$ cat src/rtl/pal_pkg.sv
// Shared types for the palette write engine: FSM states, host register codes
// and the FIFO entry format.
package pal_pkg;

    typedef enum logic [1:0] {
        IDLE   = 2'd0,
        SETUP  = 2'd1,
        STROBE = 2'd2,
        HOLD   = 2'd3
    } wr_state_t;

    localparam logic [1:0] SEL_INDEX = 2'd0;
    localparam logic [1:0] SEL_LO    = 2'd1;
    localparam logic [1:0] SEL_HI    = 2'd2;

    typedef struct packed {
        logic [7:0]  addr;
        logic [15:0] data;
    } pal_entry_t;

endpackage

$ cat src/rtl/pal_fifo.sv
// Small synchronous FIFO of palette entries; a full FIFO still accepts a push
// in a cycle that also pops.
module pal_fifo
    import pal_pkg::*;
#(
    parameter int FIFO_DEPTH = 4
) (
    input  logic                          clk,
    input  logic                          rst_n,
    input  logic                          push,
    input  logic                          pop,
    input  pal_entry_t                    din,
    output pal_entry_t                    head,
    output logic [$clog2(FIFO_DEPTH):0]   level,
    output logic                          full,
    output logic                          empty
);

    localparam int AW = $clog2(FIFO_DEPTH);
    localparam logic [AW:0] LVL_FULL = (AW+1)'(FIFO_DEPTH);

    pal_entry_t    mem [FIFO_DEPTH];
    logic [AW-1:0] wr_ptr;
    logic [AW-1:0] rd_ptr;
    logic          do_push;
    logic          do_pop;

    assign full    = (level == LVL_FULL);
    assign empty   = (level == '0);
    assign do_pop  = pop && !empty;
    assign do_push = push && (!full || do_pop);
    assign head    = mem[rd_ptr];

    always_ff @(posedge clk or negedge rst_n) begin
        if (!rst_n) begin
            wr_ptr <= '0;
            rd_ptr <= '0;
            level  <= '0;
        end else begin
            if (do_push) wr_ptr <= wr_ptr + 1'b1;
            if (do_pop)  rd_ptr <= rd_ptr + 1'b1;
            case ({do_push, do_pop})
                2'b10:   level <= level + 1'b1;
                2'b01:   level <= level - 1'b1;
                default: level <= level;
            endcase
        end
    end

    // Storage carries no reset; occupancy is tracked by the pointers.
    always_ff @(posedge clk) begin
        if (do_push) mem[wr_ptr] <= din;
    end

endmodule

$ cat src/rtl/pal_write_ctrl.sv
// Host-side palette write engine: packs byte writes into 16-bit entries,
// queues them, and replays them into the palette RAM during free video slots.
module pal_write_ctrl
    import pal_pkg::*;
#(
    parameter int FIFO_DEPTH = 4
) (
    input  logic                          CLK,
    input  logic                          nRESET,
    input  logic                          HWR,
    input  logic [1:0]                    HSEL,
    input  logic [7:0]                    HDI,
    output logic                          HBUSY,
    output logic                          HOVF,
    output logic [$clog2(FIFO_DEPTH):0]   HLEVEL,
    input  logic                          VSLOT,
    input  logic [7:0]                    VIDX,
    output logic [7:0]                    PAL_A,
    output logic [15:0]                   PAL_DI,
    output logic                          PAL_WR
);

    wr_state_t  state;
    wr_state_t  state_nxt;
    logic [7:0] index;
    logic [7:0] lo;
    logic [7:0] wr_addr;
    logic       commit;
    logic       accept;
    logic       fifo_push;
    logic       fifo_pop;
    logic       fifo_full;
    logic       fifo_empty;
    logic       load;
    logic       wr_next;
    pal_entry_t head;
    pal_entry_t push_entry;

    assign commit     = HWR && (HSEL == SEL_HI);
    // The pop in STROBE frees a slot in the same cycle, so a full FIFO still takes the commit.
    assign accept     = !fifo_full || fifo_pop;
    assign fifo_push  = commit && accept;
    assign push_entry = '{addr: index, data: {HDI, lo}};
    assign HBUSY      = fifo_full;

    pal_fifo #(.FIFO_DEPTH(FIFO_DEPTH)) u_fifo (
        .clk   (CLK),
        .rst_n (nRESET),
        .push  (fifo_push),
        .pop   (fifo_pop),
        .din   (push_entry),
        .head  (head),
        .level (HLEVEL),
        .full  (fifo_full),
        .empty (fifo_empty)
    );

    always_ff @(posedge CLK or negedge nRESET) begin
        if (!nRESET) begin
            index <= '0;
            lo    <= '0;
            HOVF  <= 1'b0;
        end else if (HWR) begin
            case (HSEL)
                SEL_INDEX: begin
                    index <= HDI;
                    HOVF  <= 1'b0;
                end
                SEL_LO: lo <= HDI;
                SEL_HI: begin
                    if (accept) index <= index + 8'd1;
                    else        HOVF  <= 1'b1;
                end
                default: ;
            endcase
        end
    end

    always_ff @(posedge CLK or negedge nRESET) begin
        if (!nRESET) state <= IDLE;
        else         state <= state_nxt;
    end

    always_comb begin
        state_nxt = state;
        case (state)
            IDLE:    if (!fifo_empty && VSLOT) state_nxt = SETUP;
            SETUP:   state_nxt = STROBE;
            STROBE:  state_nxt = HOLD;
            HOLD:    state_nxt = (!fifo_empty && VSLOT) ? SETUP : IDLE;
            default: state_nxt = IDLE;
        endcase
    end

    // Head is popped as STROBE ends, so in HOLD the head is already the next entry.
    always_comb begin
        fifo_pop = (state == STROBE);
        load     = (state_nxt == SETUP);
        wr_next  = (state_nxt == STROBE);
    end

    always_ff @(posedge CLK or negedge nRESET) begin
        if (!nRESET) begin
            PAL_WR  <= 1'b0;
            wr_addr <= '0;
            PAL_DI  <= '0;
        end else begin
            PAL_WR <= wr_next;
            if (load) begin
                wr_addr <= head.addr;
                PAL_DI  <= head.data;
            end
        end
    end

    assign PAL_A = (state == IDLE) ? VIDX : wr_addr;

endmodule
$ cat config.mk
export PLATFORM = sky130hd
export DESIGN_NAME = pal_write_ctrl
export DESIGN_NICKNAME = d
export VERILOG_FILES = /design/src/rtl/pal_pkg.sv /design/src/rtl/pal_fifo.sv /design/src/rtl/pal_write_ctrl.sv
export SDC_FILE = /design/constraint.sdc
export NUM_CORES = 1
export LEC_CHECK = 0
export ABC_AREA = 0
export BUFFER_PORTS_ARGS = -buffer_cell sky130_fd_sc_hd__buf_4
export CORE_UTILIZATION = 55
export CTS_BUF_LIST = sky130_fd_sc_hd__clkbuf_8
export DETAILED_ROUTE_END_ITERATION = 6
export HOLD_SLACK_MARGIN = 0.12
export PLACE_DENSITY = 0.81
export SLEW_MARGIN = 20
export SYNTH_ARGS = -nofsm -noshare
export SYNTH_HDL_FRONTEND = slang
export SYNTH_HIERARCHICAL = 1
export SYNTH_SLANG_ARGS = --single-unit
$ cat constraint.sdc
create_clock -name CLK -period 2.51 [get_ports CLK]
set_input_delay 0.502 -clock CLK [delete_from_list [all_inputs] [get_ports CLK]]
set_output_delay 0.502 -clock CLK [all_outputs]
set_load 0.05 [all_outputs]
==> results of run 1 <==
[worst register-to-register path, stage by stage, from the launching register on]
cell and delay [ns]:
dfrtp_2 0.43, or3b_4 0.43, clkinvlp_4 0.09, nand2b_1 0.07, and3_1 0.16, o21a_4 0.14
inv_2 0.07, ha_4 0.13, inv_2 0.04, fa_2 0.35, xor2_1 0.15, nor2_1 0.11
xor2_1 0.16
[cells in the final DEF (no fill, tap or decap), types with 2 or more instances in the layout]
cell and count:
o21ai_0 6, nand4_1 2, inv_2 2, mux2_2 20
xor2_1 3, and2_2 4, dfrtp_2 3, mux2_4 21
clkinv_2 4, inv_1 7, nand3_1 2, a21oi_1 8
nor2_1 4, nand2b_1 2, o22ai_1 3, buf_4 57
nand2_1 10, dfrtp_1 48, xnor2_1 3, a2bb2oi_1 4
clkinvlp_4 5, clkbuf_8 21, ha_1 8, mux4_2 24
mux2i_1 2, edfxtp_1 96, inv_6 2, nor2b_1 3
[path summary, 6_finish.rpt]
kind	from	to	slack, ns	cells after the start
worst max-delay path	u_fifo/level[1]	u_fifo/level[2]	0.11	12
worst min-delay path	nRESET	PAL_DI[13]	0.10	1
worst max register to register	u_fifo/level[1]	u_fifo/level[2]	0.11	12
worst min register to register	HOVF	HOVF	0.50	1
max in group asynchronous	nRESET	wr_addr[2]	1.91	1
min in group CLK	HDI[3]	u_fifo/mem[0][11]	0.29	1
[cell families after synthesis]
kind of cell / after synthesis / synth area share
compound gates: 28 / 0.0338
xor+xnor: 6 / 0.00876
fa+ha+maj: 11 / 0.0242
buf+inv: 21 / 0.0192
flops: 147 / 0.694
mux: 67 / 0.184
simple gates: 36 / 0.0369
[sequential cells by signal, summed over array words and instances (netlist names)]
name	count
PAL_DI	16
lo	8
u_fifo/mem	96
u_fifo/rd_ptr	2
u_fifo/level	3
wr_addr	8
PAL_WR	1
index	8
state	2
u_fifo/wr_ptr	2
HOVF	1
[metal layers]
| layer | vias to the layer above | track usage |
|---|---|---|
| met5 | - | 0 |
| met1 | 1508 | 0.257 |
| li1 | 1351 | - |
| met4 | 0 | 0.0969 |
| met2 | 91 | 0.318 |
| met3 | 15 | 0.0399 |
[through the flow]
stage | utilization | setup TNS (ns) | total power (uW) | std cells | area, sq um
finish | 0.662 | 0 | 9010 | 531 | 6930
floorplan | - | -0.0867 | 6490 | 316 | 6020
global route | 0.662 | 0 | 9420 | 531 | 6930
CTS | 0.662 | 0 | 9110 | 531 | 6930
global placement | 0.627 | 0 | 7330 | 499 | 6560
detailed placement | 0.627 | 0 | 7470 | 499 | 6560
[cells in the mapped netlist (2+ instances only)]
library cell,n,share of area
edfxtp_1,96,0.48
dfrtp_1,51,0.21
mux4_2,24,0.090
mux2_4,21,0.053
mux2_2,20,0.038
ha_1,10,0.021
inv_1,10,0.0063
nand2_1,10,0.0063
a21oi_1,8,0.0067
o21ai_0,6,0.0050
buf_2,5,0.0042
a2bb2oi_1,4,0.0058
and2_2,4,0.0050
nor2_1,4,0.0025
buf_6,3,0.0056
nor2b_1,3,0.0031
o22ai_1,3,0.0031
xnor2_1,3,0.0044
xor2_1,3,0.0044
buf_4,2,0.0025
mux2i_1,2,0.0033
nand2b_1,2,0.0021
nand3_1,2,0.0017
nand4_1,2,0.0021
[final cells by class]
type | count | area share
repair buffers | 58 | 0.0646
multi-input cells | 148 | 0.251
clock inverters | 11 | 0.0110
inverters | 10 | 0.00596
flip-flops and latches | 147 | 0.601
well taps | 136 | 0.0246
clock buffers | 21 | 0.0417
[power by group]
| part | leakage, uW | switching (uW) | internal (uW) |
|---|---|---|---|
| logic | 0.000969 | 2120 | 1800 |
| registers | 0.00146 | 315 | 3130 |
| clock network | 0.000180 | 859 | 788 |
| total | 0.00261 | 3300 | 5720 |
[repair_timing]
action                     in CTS  in global routing
pin swaps                       0                  1
gates resized for setup         1                  0
setup endpoints to repair       8                  1
==> metrics.md, run 1 <==
| Metric | Value |
|---|---|
| Initial antenna violation count | `0` |
| Port Buf Inserts | `51` |
| Worst path buffer plus inverter count | `3` |
| I/O pin cnt | `52` |
| Top FF cell, synth | `edfxtp_1` |
| Area of the multi-input gates | `approximately 1700 sq um` |
| Max_cap viols | `0` |
| RSZ-0062 raised after global routing | `no` |
| Max VDD drop | `0.675 mV` |
| Pin count of the biggest net entering global routing | `52` |
| Final hold violation count | `0` |
| NumNets Final | `~420` |
| CP delay by family, top | `simple AND/OR/NAND/NOR gates` |
| Hold slack | `between 0.1 and 0.15 ns` |
| Area Growth Syn to Fin | `15.6%` |
| Total grt overflow | `0` |
| Maximum root-to-sink buffer count | `2` |
| Starting Density | `0.573` |
| Drt pass-1 iters | `5` |
| Status | `completed` |
| Number of synthesized flops with an enable pin | `96` |
| CP arrival | `2.76 ns` |
| Setup Viol. Count Final | `0` |
| Sequential area share after synthesis | `0.694` |
| Vias in the first global route | `3102` |
| Crit path max fanout | `7` |
| CP Capture Type | `flop` |
| Core Region | `10500 sq um` |
| Hold Crit Class | `primary input to async pin` |
| Met2 wire len | `about 5.2 mm` |
| Slowest CP cell | `dfrtp_2` |
| H-tree Lvls | `4` |
| Cell count after synthesis | `316` |
| Max-slew violations | `0` |
| Die W | `106 um` |
| Mean routed wirelength per cell | `about 19 um` |
| Reg area | `4160 sq um` |
| CTS Buf Count | `17` |
| Ys Warns | `6` |
| DP HPWL | `between 6 and 7 mm` |
| Worst-path clk slew | `0.08 ns` |
| Pleak | `~0.0026 uW` |
| Met1 wire length | `4.30 mm` |
| Final WL | `10.1 mm` |
| DRC | `0` |
| Share of cells above drive strength 1 | `0.451` |
| Clk_lat worst skew | `0.43 ns` |
| Worst path max stage delay | `about 0.43 ns` |
| Min setup slack post-route | `0.106 ns` |
| Met3 wire len | `494 um` |
| Slew headroom | `0.523` |
| Post-synthesis register bit count | `147` |
| Syn avg cell area | `19.0 sq um` |
| CP Cell Sequence | `or3b_4 -> clkinvlp_4 -> nand2b_1 -> and3_1 -> o21a_4 -> inv_2 -> ha_4 -> inv_2 -> fa_2 -> xor2_1 -> nor2_1 -> xor2_1` |
| Die Y | `between 100 and 150 um` |
| Crit Path Category | `flop to flop` |
| DP Worst Slack | `0.124 ns` |
| CTS tree | `yes` |
| Final Cycle Share | `0.958` |
| Post-CTS Hold Buffers | `0` |
| Remaining antenna violation count | `0` |
| PwrDens | `1300 nW/um^2` |
| Clock Tree Root | `clkbuf_8` |
| Row count | `37` |
| Die ar. | `11300 sq um` |
| Worst-Margin Slew | `0.716 ns` |
| Uppermost layer routed | `met4` |
| Postcts setup bufs | `0` |
| Synth unique cells | `between 40 and 50` |
| Post-DR vias/cell | `between 5 and 6` |
| Async SR Flop Fraction | `0.347` |
| RePlAce Congestion | `about 0.73` |
| Sink Count | `between 100 and 150` |
| Vias | `2965` |
| Required @ worst endpoint | `2.87 ns` |
| Fill cells | `695` |
| Worst Clk Skew | `0.0132 ns` |
| Highest clock rate | `416 MHz` |
| Post-Syn Nets | `349` |
| First-pass GRT wire length | `16.1 mm` |
| Total GRT Usage | `0.197` |
| N_diodes | `0` |
| Cell area after synthesis | `about 6000 sq um` |
| Initial DRC Count | `194` |
| Fin crit period | `2.40 ns` |
| CP startpoint kind | `flop` |
No activity file was read; power rests on OpenSTA's default activity.
==> run 2: changes to the inputs <==
--- a/config.mk
+++ b/config.mk
@@ -7,11 +7,11 @@
 export LEC_CHECK = 0
 export ABC_AREA = 0
 export BUFFER_PORTS_ARGS = -buffer_cell sky130_fd_sc_hd__buf_4
-export CORE_UTILIZATION = 55
+export CORE_UTILIZATION = 66
 export CTS_BUF_LIST = sky130_fd_sc_hd__clkbuf_8
 export DETAILED_ROUTE_END_ITERATION = 6
 export HOLD_SLACK_MARGIN = 0.12
-export PLACE_DENSITY = 0.81
+export PLACE_DENSITY = 0.91
 export SLEW_MARGIN = 20
 export SYNTH_ARGS = -nofsm -noshare
 export SYNTH_HDL_FRONTEND = slang
==> constraint.sdc (replaced) <==
create_clock -name CLK -period 3.1 [get_ports CLK]
set_input_delay 0.62 -clock CLK [delete_from_list [all_inputs] [get_ports CLK]]
set_output_delay 0.62 -clock CLK [all_outputs]
set_load 0.05 [all_outputs]
==> run 2 against run 1 <==
Non-clock buffer count shrank 3. Flip-flop and latch count is the same. Design area shrank 1.7%. Total power shrank 20%. Routed wire length grew 6.1%. Clock power shrank 23%. Worst hold slack gained 0.12 ns. Sequential power shrank 19%. Core utilization grew 12 points. Global-route usage grew 5.1 points. Critical path depth shrank 8. Combinational power shrank 21%. Critical endpoint is now PAL_A[0]. Highest routed layer unchanged.
==> metrics.md, run 2 (synthesis results as in run 1) <==
| Metric | Value |
|---|---|
| Worst Reg-to-Reg Cells | `12` |
| CP Depth | `4` |
| Die ar. | `approximately 9500 sq um` |
| Post-CTS Hold Buffers | `0` |
| Worst Clk Skew | `0.0127 ns` |
| Area Growth Syn to Fin | `13.6%` |
| Max VDD drop | `around 0.7 mV` |
| RR Startpoint | `u_fifo/level[0]` |
| Clock share of power | `0.177` |
| NetSw | `2710 uW` |
| Slew headroom | `0.522` |
| CP delay by family, top | `adder cells` |
| Required @ worst endpoint | `2.48 ns` |
| Slowest CP cell | `ha_1` |
| CP arrival | `roughly 2.1 ns` |
| Commonest non-fill, non-tap cell in the layout | `edfxtp_1` |
| RSZ-0062 raised after global routing | `no` |
| Final Cycle Share | `0.878` |
| Die Y | `97.3 um` |
| Dpl cells | `468` |
| Share of cells above drive strength 1 | `0.416` |
| Worst-Margin Slew | `0.717 ns` |
| Total GRT Usage | `0.248` |
| Setup Viol. Count Final | `0` |
| Met3 wire len | `just over 700 um` |
| Crit Path Category | `flop to output port` |
| Worst path max stage delay | `0.53 ns` |
| CP startpoint kind | `flop` |
| R2R Path End | `u_fifo/level[2]` |
| Final WL | `10.8 mm` |
| Finished Core Util | `0.777` |
| Highest-count cells in the layout ignoring fill and taps | `edfxtp_1, buf_4, dfrtp_1` |
| Top Registers | `u_fifo/mem (96), PAL_DI (16)` |
| Max reg flops | `96` |
| Max_cap viols | `0` |
| H-tree Lvls | `4` |
| Worst-path clk slew | `roughly 0.09 ns` |
| Crit path max fanout | `10` |
| Sink Count | `147` |
| Core Region | `roughly 8800 sq um` |
| DP HPWL | `6.67 mm` |
| Biggest register | `u_fifo/mem` |
| Remaining antenna violation count | `0` |
| Postcts setup bufs | `0` |
| Status | `completed` |
| Vias | `3047` |
| Met1 wire length | `4.23 mm` |
| PwrDens | `1050 nW/um^2` |
| RePlAce Congestion | `0.768` |
| Reg power frac | `0.390` |
| Highest clock rate | `367 MHz` |
| Mean routed wirelength per cell | `about 22 um` |
| Met2 wire len | `5.55 mm` |
| Vias in the first global route | `3303` |
| Final hold violation count | `0` |
| Port Buf Inserts | `51` |
| Fin crit period | `2.72 ns` |
| CTS Buf Count | `17` |
| Power share of the combinational group | `0.433` |
| Die W | `just under 100 um` |
| Internal Power | `around 4500 uW` |
| Row count | `34` |
| Setup slack, reg-to-reg | `0.53 ns` |
| Sw frac | `0.378` |
| NumNets Final | `412` |
| Fin Setup TNS | `0 ns` |
| Drt pass-1 iters | `4` |
| DRC | `0` |
| N_diodes | `0` |
| Initial DRC Count | `206` |
| Maximum root-to-sink buffer count | `2` |
| Worst path buffer plus inverter count | `2` |
| Clock Tree Root | `clkbuf_8` |
| Post-DR vias/cell | `between 6 and 7` |
| First-pass GRT wire length | `about 17 mm` |
| Pleak | `0.00258 uW` |
| Starting Density | `0.684` |
| Uppermost layer routed | `met4` |
| Hold Crit Class | `primary input to async pin` |
| Clk_lat worst skew | `0.43 ns` |
| Non-Filler Instances | `500` |
| CP Cell Sequence | `inv_1 -> ha_1 -> mux2_2 -> buf_4` |
| CP Capture Type | `output port` |
| I/O pin cnt | `52` |
| CTS tree | `yes` |
| Total grt overflow | `0` |
| Max-slew violations | `0` |
| Post-cts resize count | `0` |
| Pin count of the biggest net entering global routing | `52` |
| Initial antenna violation count | `0` |
[run 2: cell count changes in the layout (fill, tap and decap cells not counted), sizes merged]
cell	before	now
clkbuf	21	17
clkinv	5	8
inv	11	12
buf	58	55
[run 2: worst max path at each step]
stage | from | endpoint | slack [ns]
finish | state[0] | PAL_A[0] | 0.38
global placement | u_fifo/level[0] | u_fifo/level[2] | 0.67
CTS | state[0] | PAL_A[2] | 0.37
detailed placement | u_fifo/level[0] | u_fifo/level[2] | 0.54
global route | state[0] | PAL_A[0] | 0.29
floorplan | u_fifo/level[2] | u_fifo/level[2] | 0.12
[run 2: area by class of cell]
class / count / area, sq um
clock buffer: 17 / 234
clock inverter: 15 / 111
fill: 457 / 1950
inverter: 10 / 37.5
multi-input combinational: 148 / 1720
sequential: 147 / 4160
tap: 108 / 135
timing repair buffer: 55 / 413
[run 2: routing by layer]
metal	vias to the layer above	GRT usage
met4	0	0.0995
met1	1526	0.323
met3	27	0.0568
li1	1350	-
met5	-	0
met2	144	0.410
[run 2: worst reg2reg max path, cell delays in order (launching register included)]
cell and delay (ns):
dfrtp_1 0.45, or3b_1 0.45, inv_1 0.12, nand2b_1 0.09, and3_1 0.20, o21a_4 0.14, inv_1 0.06, ha_1 0.17
inv_1 0.06, fa_1 0.37, xor2_1 0.15, nor2_1 0.11, xor2_1 0.15
[run 2: power by group through the flow]
stage | combinational [uW] | clock, uW | sequential, uW
6_report | 3110 | 1270 | 2800
5_1_grt | 3270 | 1360 | 2840
4_1_cts | 3130 | 1290 | 2800
3_5_place_dp | 3120 | 0 | 2830
3_3_place_gp | 3020 | 0 | 2790
2_1_floorplan | 1970 | 0 | 3250
[run 2: stage by stage]
| step | cell area [sq um] | worst slack [ns] | hold WS [ns] | power, uW |
|---|---|---|---|---|
| global route | 6810 | 0.288 | 0.291 | 7480 |
| floorplan | 6000 | 0.125 | 0.324 | 5220 |
| CTS | 6810 | 0.367 | 0.258 | 7220 |
| finish | 6810 | 0.377 | 0.226 | 7180 |
| global placement | 6470 | 0.668 | 0.478 | 5810 |
| detailed placement | 6470 | 0.543 | 0.482 | 5950 |
